$ cat config.mk
export PLATFORM = sky130hd
export DESIGN_NAME = serial_tx
export DESIGN_NICKNAME = d
export VERILOG_FILES = /design/src/rtl/serial_tx.sv
export SDC_FILE = /design/constraint.sdc
export NUM_CORES = 1
export LEC_CHECK = 0
export CAP_MARGIN = 20
export CORE_MARGIN = 2
export CORE_UTILIZATION = 45
export CTS_CLUSTER_SIZE = 12
export DETAILED_ROUTE_END_ITERATION = 12
export MAX_ROUTING_LAYER = met4
export PLACE_DENSITY = 0.71
export SETUP_SLACK_MARGIN = 0.3
export SLEW_MARGIN = 20
export SYNTH_ARGS = -nofsm -noshare
export SYNTH_HDL_FRONTEND = slang
export SYNTH_SLANG_ARGS = --single-unit
export TNS_END_PERCENT = 1
$ cat constraint.sdc
create_clock -name clk -period 1.8 [get_ports clk]
set_clock_uncertainty 0.15 [all_clocks]
set_input_delay 0.18 -clock clk [delete_from_list [all_inputs] [get_ports clk]]
set_output_delay 0.18 -clock clk [all_outputs]
set_load 0.02 [all_outputs]
$ cat src/rtl/serial_tx.sv
// Serial frame transmitter: start bit, DATA_WIDTH data bits LSB first, stop bit,
// each bit held for CLKS_PER_BIT clocks on a line that idles high.
module serial_tx #(
    parameter int DATA_WIDTH   = 8,
    parameter int CLKS_PER_BIT = 4
) (
    input  logic                  clk,
    input  logic                  rst,
    input  logic                  start,
    input  logic [DATA_WIDTH-1:0] data_in,
    output logic                  tx,
    output logic                  ready,
    output logic                  busy,
    output logic                  done
);

    localparam int TW = (CLKS_PER_BIT > 1) ? $clog2(CLKS_PER_BIT) : 1;
    localparam int BW = (DATA_WIDTH > 1) ? $clog2(DATA_WIDTH) : 1;
    localparam logic [TW-1:0] TICK_LAST = TW'(CLKS_PER_BIT - 1);
    localparam logic [BW-1:0] BIT_LAST  = BW'(DATA_WIDTH - 1);

    typedef enum logic [1:0] {
        S_IDLE  = 2'd0,
        S_START = 2'd1,
        S_DATA  = 2'd2,
        S_STOP  = 2'd3
    } state_t;

    state_t                  state_q, state_d;
    logic [TW-1:0]           tick_q, tick_d;
    logic [BW-1:0]           bit_q, bit_d;
    logic [DATA_WIDTH-1:0]   shift_q, shift_d;
    logic                    tx_q, tx_d;
    logic                    done_q, done_d;
    logic                    tick_last;

    assign tick_last = (tick_q == TICK_LAST);

    always_ff @(posedge clk or negedge rst) begin
        if (!rst) begin
            state_q <= S_IDLE;
            tick_q  <= '0;
            bit_q   <= '0;
            shift_q <= '0;
            tx_q    <= 1'b1;
            done_q  <= 1'b0;
        end else begin
            state_q <= state_d;
            tick_q  <= tick_d;
            bit_q   <= bit_d;
            shift_q <= shift_d;
            tx_q    <= tx_d;
            done_q  <= done_d;
        end
    end

    // tx is computed for the state being entered so the line is a clean flop output.
    always_comb begin
        state_d = state_q;
        tick_d  = tick_q;
        bit_d   = bit_q;
        shift_d = shift_q;
        tx_d    = tx_q;
        done_d  = 1'b0;
        case (state_q)
            S_IDLE: begin
                tx_d = 1'b1;
                if (start) begin
                    shift_d = data_in;
                    tick_d  = '0;
                    bit_d   = '0;
                    state_d = S_START;
                    tx_d    = 1'b0;
                end
            end
            S_START: begin
                if (tick_last) begin
                    tick_d  = '0;
                    state_d = S_DATA;
                    tx_d    = shift_q[0];
                end else begin
                    tick_d = tick_q + 1'b1;
                end
            end
            S_DATA: begin
                if (tick_last) begin
                    tick_d  = '0;
                    shift_d = shift_q >> 1;
                    if (bit_q == BIT_LAST) begin
                        bit_d   = '0;
                        state_d = S_STOP;
                        tx_d    = 1'b1;
                    end else begin
                        bit_d = bit_q + 1'b1;
                        tx_d  = shift_d[0];
                    end
                end else begin
                    tick_d = tick_q + 1'b1;
                end
            end
            S_STOP: begin
                tx_d = 1'b1;
                if (tick_last) begin
                    tick_d  = '0;
                    state_d = S_IDLE;
                    done_d  = 1'b1;
                end else begin
                    tick_d = tick_q + 1'b1;
                end
            end
            default: begin
                state_d = S_IDLE;
                tx_d    = 1'b1;
            end
        endcase
    end

    assign tx    = tx_q;
    assign done  = done_q;
    assign ready = (state_q == S_IDLE);
    assign busy  = (state_q != S_IDLE);

endmodule

; Word level (Yosys, flattened, before mapping)
; Cells that the tools add are included.
[word_totals]
register_bits = 17
inputBits = 11
out_inout_bits = 4
elab_cells = 48
[op_classes]
n_addsub = 2
n_eq_ne = 10
n_mux = 23
n_reduce_logical = 7
[op_table]
columns = cell, n
row1 = 8-bit two-way mux, 2
row2 = 8-bit case mux with 2 select lines, 1
row3 = 2-bit two-way mux, 7
row4 = "2-bit != test, second input constant", 5
row5 = 3-bit two-way mux, 3
row6 = 2-bit case mux with 4 select lines, 1
row7 = "2-bit == test, second input constant", 3
row8 = 1-bit two-way mux, 6
row9 = 3-bit case mux with 2 select lines, 1
row10 = 5-bit AND reduction, 1
row11 = 1-bit case mux with 4 select lines, 1
row12 = 2-bit case mux with 2 select lines, 1
row13 = 2-bit nonzero test, 2
row14 = "3-bit by 1-bit adder with 3-bit output, second input constant", 1
row15 = "3-bit == test, second input constant", 1
row16 = 3-bit AND reduction, 1
row17 = 3-bit OR reduction, 1
row18 = "2-bit by 1-bit adder with 2-bit output, second input constant", 1
row19 = "2-bit by 1-bit == test with 1-bit output, second input constant", 1
row20 = 2-bit logical NOT, 1
row21 = 2-bit AND reduction, 1

; Longest topological paths before layout
; Gate-level depths: netlist (run 1).
[depth]
word_depth = 4
depth_mapped = 7
depth_no_buf = 5

; Least setup slack after synthesis (run 1)
; OpenSTA, ideal clock, no wires.
[synth_timing]
path_kind = reg-to-reg
from = reg state_q[0]
to = reg state_q[1]
setup_ns = 0.128
arrival_ns = 1.578
t_required_ns = 1.522
setup_slack_ns = -0.056
path_stages_with_launch = 6
path_buffers = 0
period_less_slack_ns = 1.856
path_cell_list = dfrtp_1 -> inv_1 -> ha_1 -> or2b_1 -> o221ai_1 -> mux2_1
[synth_via]
elab_chain_len = 3
elab_cells_between_ends = 11
cone_classes = eq/ne (8) / mux (1) / reduce/logical (2)
[synth_rtl]
columns = item, line_no
row1 = from (decl), 29  ; state_t state_q, state_d;
row2 = from (signal assigned), 48  ; state_q <= state_d;
row3 = 2-bit logical NOT *, --
row4 = via ready, 12  ; output logic ready,
row5 = 2-bit != test (no source line), --
row6 = 5-bit AND reduction (no source line), --
; The timed path passes the listed nets; every way through them passes the cells marked *.
; A chain may end at the register's enable or synchronous reset.

; Worst setup path after layout (run 1)
[layout_timing]
from = reg state_q[1]
to = reg shift_q[6]
[layout_via]
elab_chain_len = 3
elab_cells_between_ends = 7
cone_classes = eq/ne (3) / mux (1) / reduce/logical (3)
[layout_rtl]
columns = item, line_no
row1 = 2-bit == test or 2-bit logical NOT (tied branches), 65  ; case (state_q)
row2 = 2-bit != test (no source line) or 2-bit nonzero test (tied branches), --
row3 = 3-bit AND reduction (no source line), --
row4 = to (signal assigned), 51  ; shift_q <= shift_d;
row5 = to (decl), 32  ; logic [DATA_WIDTH-1:0] shift_q, shift_d;
; Several ways; a longest one is shown, not always the timed one.

==> results of run 1 <==
## registers in the layout (all words and copies together), names as in the netlist
name / cells
bit_q: 3
done: 1
state_q: 2
tick_q: 2
tx: 1
shift_q: 8
## synthesized netlist by cell type (2+ instances only)
| library cell | count |
|---|---|
| a2bb2oi_1 | 2 |
| buf_6 | 2 |
| dfrtp_1 | 16 |
| ha_1 | 8 |
| inv_1 | 6 |
| mux2_2 | 14 |
| nand2_1 | 8 |
| nor2_1 | 4 |
| nor2b_1 | 2 |
| o21ai_0 | 5 |
## where the power goes
part           switching (µW)  leakage (µW)  total (µW)  internal (µW)
Sequential                115      0.000208         681            566
Combinational             765      0.000458        1810           1040
Clock                     126     0.0000150         212           86.5
## worst max-delay path, stage by stage, from the launching register on
cell	delay (ns)
dfrtp_2	0.43
buf_6	0.12
ha_4	0.19
buf_4	0.16
a21oi_4	0.13
buf_12	0.14
mux2_4	0.30
## layout make-up
cell class | count | area, µm²
sequential | 17 | 427.9
clock buffer | 4 | 26.28
tap | 27 | 33.78
multi-input combinational | 60 | 643.1
timing repair buffer | 31 | 297.8
inverter | 6 | 22.52
fill | 127 | 550.5
## layer usage
layer	vias to the layer above	global-route usage, %	part of all wire [%]
met2	10	34.43	54
met5	-	-	0
met1	375	24.86	43
li1	369	-	-
met4	0	6.757	1.5
met3	4	2.679	1.8
## cell usage in the layout, fill, tap and decap left out, types with 2 or more instances in the layout
master,count
a2bb2oi_1,2
buf_4,12
buf_6,5
clkbuf_4,3
clkdlybuf4s50_1,10
dfrtp_1,15
ha_1,3
ha_2,3
ha_4,2
inv_1,3
inv_2,3
mux2_4,14
nand2_1,8
nor2_1,3
o21ai_0,4
## repair_timing
| item | in CTS | in global routing |
|---|---|---|
| pin swaps | 1 | 9 |
| endpoints found under the setup margin | 20 | 20 |
| setup buffers | 6 | 3 |
| gates resized for setup | 13 | 24 |
## cells by family after synthesis
| family | after synthesis | synth area share (%) |
|---|---|---|
| adders and majority gates | 8 | 10.19 |
| and+or+nand+nor | 20 | 10.32 |
| DFF | 17 | 43.44 |
| buffers and inverters | 9 | 4.967 |
| muxes | 16 | 18.60 |
| AOI/OAI and AO/OA | 16 | 12.49 |
## metrics by stage
stage / total power (µW) / area (µm²) / std cells / setup slack [ns] / utilization [%]
6_report: 2699 / 1451 / 145 / 0.04888 / 72.50
5_1_grt: 2880 / 1451 / 145 / -0.002769 / 72.50
4_1_cts: 2425 / 1360 / 142 / 0.04360 / 67.94
3_5_place_dp: 1943 / 1237 / 132 / -0.01439 / 61.81
3_3_place_gp: 1892 / 1237 / 132 / 0.02796 / 61.81
2_1_floorplan: 1640 / 1033 / 86 / 0.08674 / -
## worst max path at each step
stage	to	from	slack (ns)	depth (start not counted)
final	shift_q[6]	state_q[1]	0.05	6
after global routing	shift_q[1]	state_q[0]	-0.003	5
after CTS	shift_q[3]	state_q[0]	0.04	6
after detailed placement	shift_q[5]	state_q[1]	-0.01	5
after global placement	shift_q[0]	state_q[1]	0.03	5
after floorplan	shift_q[0]	state_q[1]	0.09	5
==> flow_metrics.py, run 1 <==
metrics = {
    "die": {
        "start_util_pct": 49.06,
        "core_um2": 2002,
        "die_x_um": 50.72,
        "ios": 15,
        "chipHeight_um": 50.72,
        "die-area_um2": 2573,
        "rows": 16,
    },
    "worst_setup_path": {
        "required_ns": 1.84,
        "critPathCaptureType": "flip-flop",
        "arrival_ns": 1.79,
        "reg2reg_slack_ns": 0.05,
        "cp_max_fo": 8,
        "critPathLaunchType": "flip-flop",
        "timing.rr.end": "shift_q[6]",
        "timing.rr.start": "state_q[1]",
        "worstSetupPathType": "flip-flop to flip-flop",
        "r2r_cells": 6,
    },
    "yosys": {
        "synth_area_um2": 982.2,
        "synth_cell_type_count": 29,
        "ys_seq_area_share_pct": 43.44,
        "synthCells": 86,
        "yosysTopAreaCell": "dfrtp_1",
        "synthTopCellsByArea": "dfrtp_1, mux2_2, ha_1",
        "async_reset_ff_share_pct": 100.0,
        "synth-seq-cells": 17,
        "postSynthNetCount": 105,
        "synth-main-ff-cell": "dfrtp_1",
        "synth_top_area_share_pct": 40.76,
        "synth_enable_flop_cells": 0,
        "syn_area_per_cell_um2": 11.42,
        "yosysWarnings": 0,
    },
    "timing": {
        "finalSetupViolCount": 0,
        "final.setup.tns_ns": 0,
        "hold_slack_ns": 0.03990,
        "tightest_slew_ns": 0.2508,
        "period_share_pct": 97.28,
        "max_freq_ghz": 0.5711,
        "grt_setup_unrepaired": "true",
        "layout_min_cycle_time_ns": 1.751,
        "slew_headroom_pct": 83.21,
        "finalHoldViolCount": 0,
        "slew_violations": 0,
    },
    "finish": {
        "n_antenna_cell": 0,
        "drive_above_1_share_pct": 46.61,
        "layout.nets": 138,
        "syn_to_final_growth_pct": 47.77,
    },
    "min_path": {
        "hp-class": "input port to asynchronous set/reset pin",
    },
    "route": {
        "dr.pass1.iters": 4,
        "drtIter0Drc": 7,
        "drc": 0,
        "vias": 758,
        "wire_per_inst_um": 16.52,
        "postRouteAntennaNets": 0,
        "wirelength_um": 2396,
        "viasPerCell": 5.228,
    },
    "clock_tree": {
        "cts-hold-fix-buffers": 0,
        "cts_num_sinks": 17,
        "cts.clk_slew.worst_paths_ns": 0.10,
        "cts_tree": "yes",
        "numCtsBuffers": 3,
        "max-clock-path-buffers": 2,
        "clk_latency_ns": 0.30,
        "htree_levels": 1,
        "cts-root-buf": "clkbuf_4",
    },
    "global_route": {
        "grt_pass1_vias": 783,
        "antenna_found_initial": 0,
        "grtUsageTotal_pct": 20.25,
        "grt_pass1_wl_um": 3719,
        "grt_max_degree": 18,
        "grt_overflow": 0,
    },
    "status": {
        "status": "complete, no violations",
    },
    "place": {
        "gp_congestion": 0.7496,
        "dp_hpwl_um": 1520,
        "portBuffers": 14,
    },
    "pwr": {
        "cellLeakagePower_uw": 0.0006818,
        "power-per-cell-area_nw_per_um2": 1860,
        "vdd_drop_max_mv": 1.078,
    },
    "job": {
        "maxCapViolations": 0,
    },
}
No activity file was read; power rests on OpenSTA's default activity.
==> run 2: changes to the inputs <==
--- a/config.mk
+++ b/config.mk
@@ -5,11 +5,14 @@
 export SDC_FILE = /design/constraint.sdc
 export NUM_CORES = 1
 export LEC_CHECK = 0
+export ABC_AREA = 1
 export CAP_MARGIN = 20
 export CORE_MARGIN = 2
 export CORE_UTILIZATION = 45
+export CTS_CLUSTER_DIAMETER = 30
 export CTS_CLUSTER_SIZE = 12
 export DETAILED_ROUTE_END_ITERATION = 12
+export GPL_TIMING_DRIVEN = 0
 export MAX_ROUTING_LAYER = met4
 export PLACE_DENSITY = 0.71
 export SETUP_SLACK_MARGIN = 0.3
==> flow_metrics.py, run 2 <==
metrics = {
    "yosys": {
        "synth_area_um2": 1005,
        "synth-main-ff-cell": "dfrtp_1",
        "synthCells": 126,
        "synth-seq-cells": 17,
        "synth_enable_flop_cells": 0,
        "synth_top_area_share_pct": 39.85,
        "synth_compound_area_share_pct": 3.611,
        "synthTopCellsByCount": "nand2_1, dfrtp_1, nand2_2",
        "synth_most_common_cell": "nand2_1",
        "synth_cell_type_count": 19,
        "syn_area_per_cell_um2": 7.974,
        "yosysWarnings": 0,
        "ys_seq_area_share_pct": 42.47,
        "post_synth_xor_area_fraction_pct": 0,
        "synth-simple-area-share_pct": 36.61,
        "async_reset_ff_share_pct": 100.0,
        "synth_mux_area_share_pct": 0,
        "yosysTopAreaCell": "dfrtp_1",
        "postSynthNetCount": 145,
        "synthAdderAreaFrac_pct": 9.963,
        "synthTopCellsByArea": "dfrtp_1, nand2_1, ha_1",
        "synth_top_family_by_area": "simple AND/OR/NAND/NOR gates",
    },
    "finish": {
        "n_antenna_cell": 0,
        "num-fill-cells": 201,
        "final_common_cell": "nand2_1",
        "fin_cells": 177,
        "final_cell_mix": "nand2_1, dfrtp_1, nand2_2, clkdlybuf4s50_1, ha_1",
        "largest_register": "shift_q",
        "seq_area_um2": 426.7,
        "fin_util_pct": 59.69,
        "multi_input_area_um2": 536.8,
        "largest_reg_flops": 8,
        "stdcell_area_um2": 1295,
        "layout.nets": 169,
        "syn_to_final_growth_pct": 28.89,
        "reg_top3": "shift_q x8, bit_q x3",
        "drive_above_1_share_pct": 24.83,
    },
    "route": {
        "postRouteAntennaNets": 0,
        "drc": 0,
        "drtIter0Drc": 20,
        "wire_per_inst_um": 11.61,
        "viasPerCell": 4.864,
        "wirelength_um": 2055,
        "dr.pass1.iters": 4,
        "vias": 861,
    },
    "place": {
        "gp_congestion": 0.8053,
        "dp.cells": 168,
        "placed_area_um2": 1199,
        "portBuffers": 14,
        "dp_slack_ns": 0.08142,
        "dp_hpwl_um": 1419,
    },
    "global_route": {
        "grt_util_met1_pct": 21.97,
        "antenna_found_initial": 0,
        "grt_overflow": 0,
        "busiest_layer": "met2",
        "grt_pass1_vias": 749,
        "grtUsageTotal_pct": 17.14,
        "grt_max_degree": 18,
        "grt_pass1_wl_um": 3332,
        "met3_usage_pct": 2.632,
        "use_met2_pct": 28.14,
    },
    "clock_tree": {
        "cts.clk_slew.worst_paths_ns": 0.09,
        "htree_levels": 1,
        "cts-hold-fix-buffers": 0,
        "cts-root-buf": "clkbuf_4",
        "cts_tree": "yes",
        "cts_num_sinks": 17,
        "clk_latency_ns": 0.28,
        "max-clock-path-buffers": 2,
        "numCtsBuffers": 3,
    },
    "timing": {
        "tightest_slew_ns": 0.7580,
        "period_share_pct": 87.34,
        "slew_headroom_pct": 49.31,
        "grt_setup_unrepaired": "true",
        "slew_violations": 0,
        "final.setup.tns_ns": 0,
        "finalSetupViolCount": 0,
        "layout_min_cycle_time_ns": 1.572,
        "finalHoldViolCount": 0,
        "worst_slack_ns": 0.2279,
        "max_freq_ghz": 0.6361,
    },
    "die": {
        "start_util_pct": 46.31,
        "ios": 15,
        "chipHeight_um": 51.25,
        "core_um2": 2170,
        "die_x_um": 51.25,
        "die-area_um2": 2627,
        "rows": 17,
    },
    "worst_setup_path": {
        "cp_max_fo": 4,
        "worstSetupPathType": "flip-flop to output pin",
        "arrival_ns": 1.24,
        "required_ns": 1.47,
        "critPathLaunchType": "flip-flop",
        "cp_slowest_cell": "dfrtp_1",
        "critPathCaptureType": "output pin",
        "reg2reg_slack_ns": 0.24,
        "max_stage_delay_ns": 0.42,
        "timing.critical_path.cells": "inv_2 > ha_4 > clkinvlp_4 > buf_2",
    },
    "status": {
        "status": "complete, no violations",
    },
    "pwr": {
        "vdd_drop_max_mv": 1.120,
        "cellLeakagePower_uw": 0.0007098,
        "power-per-cell-area_nw_per_um2": 1884,
    },
    "min_path": {
        "hp-class": "input port to asynchronous set/reset pin",
    },
    "job": {
        "maxCapViolations": 0,
    },
}
-- run 2: per-stage QoR --
stage,hold slack [ns],total power [µW]
6_report,0.1866,2440
3_5_place_dp,0.3086,2038
3_3_place_gp,0.3072,2002
2_1_floorplan,-0.2656,1711
5_1_grt,0.2451,2680
4_1_cts,0.2005,2221
-- run 2: metal layers --
| layer | vias to the layer above | part of all wire, % |
|---|---|---|
| met5 | - | 0 |
| li1 | 441 | - |
| met4 | 0 | 0.63 |
| met2 | 11 | 52 |
| met1 | 407 | 45 |
| met3 | 2 | 2.6 |
-- run 2: worst max-delay path, delay by kind of cell, from the launching register on --
family,cells,cell delay [ns]
buffers and inverters,3,0.36
adder cells (fa/ha/maj),1,0.18
flip-flops,1,0.42
-- run 2: cells by family after synthesis --
group                    after synthesis
adder cells (fa/ha/maj)                8
buffers and inverters                 14
AO/OA/AOI/OAI                          6
AND/OR/NAND/NOR                       81
flip-flops                            17
-- run 2: cell type report --
cell class                 count  area share (%)
multi-input combinational     95           41.45
tap                           28           2.705
sequential                    17           32.95
clock buffer                   4           2.029
inverter                      11           3.672
buffer                         3           2.705
timing repair buffer          19           14.49
-- run 2: what timing repair did --
| action | in CTS | in global routing |
|---|---|---|
| endpoints found under the setup margin | 18 | 18 |
| gates cloned | 0 | 1 |
| setup buffers | 0 | 4 |
| gates resized for setup | 5 | 12 |
| pin swaps | 0 | 2 |
-- run 2: final timing paths --
path	startpoint	end	cells after the start
worst max-delay path	state_q[0]	busy	4
worst min-delay path	rst	shift_q[2]	1
worst max register to register	state_q[0]	shift_q[7]	9
worst min register to register	tx	tx	2
max in group asynchronous	rst	tick_q[0]	1
min in group clk	data_in[7]	shift_q[7]	3
-- run 2: where the power goes --
group	internal [µW]	total, µW	switching, µW	leakage (µW)
registers	561	679	118	0.000215
logic	688	1560	877	0.000480
clock network	85.9	197	111	0.0000150
==> run 3: changes to the inputs <==
--- a/config.mk
+++ b/config.mk
@@ -9,10 +9,11 @@
 export CAP_MARGIN = 20
 export CORE_MARGIN = 2
 export CORE_UTILIZATION = 45
-export CTS_CLUSTER_DIAMETER = 30
+export CTS_CLUSTER_DIAMETER = 60
 export CTS_CLUSTER_SIZE = 12
 export DETAILED_ROUTE_END_ITERATION = 12
 export GPL_TIMING_DRIVEN = 0
+export HOLD_SLACK_MARGIN = 0.08
 export MAX_ROUTING_LAYER = met4
 export PLACE_DENSITY = 0.71
 export SETUP_SLACK_MARGIN = 0.3
==> results of run 3 <==
No change in the layout: final DEF, timing and power equal those of run 2.
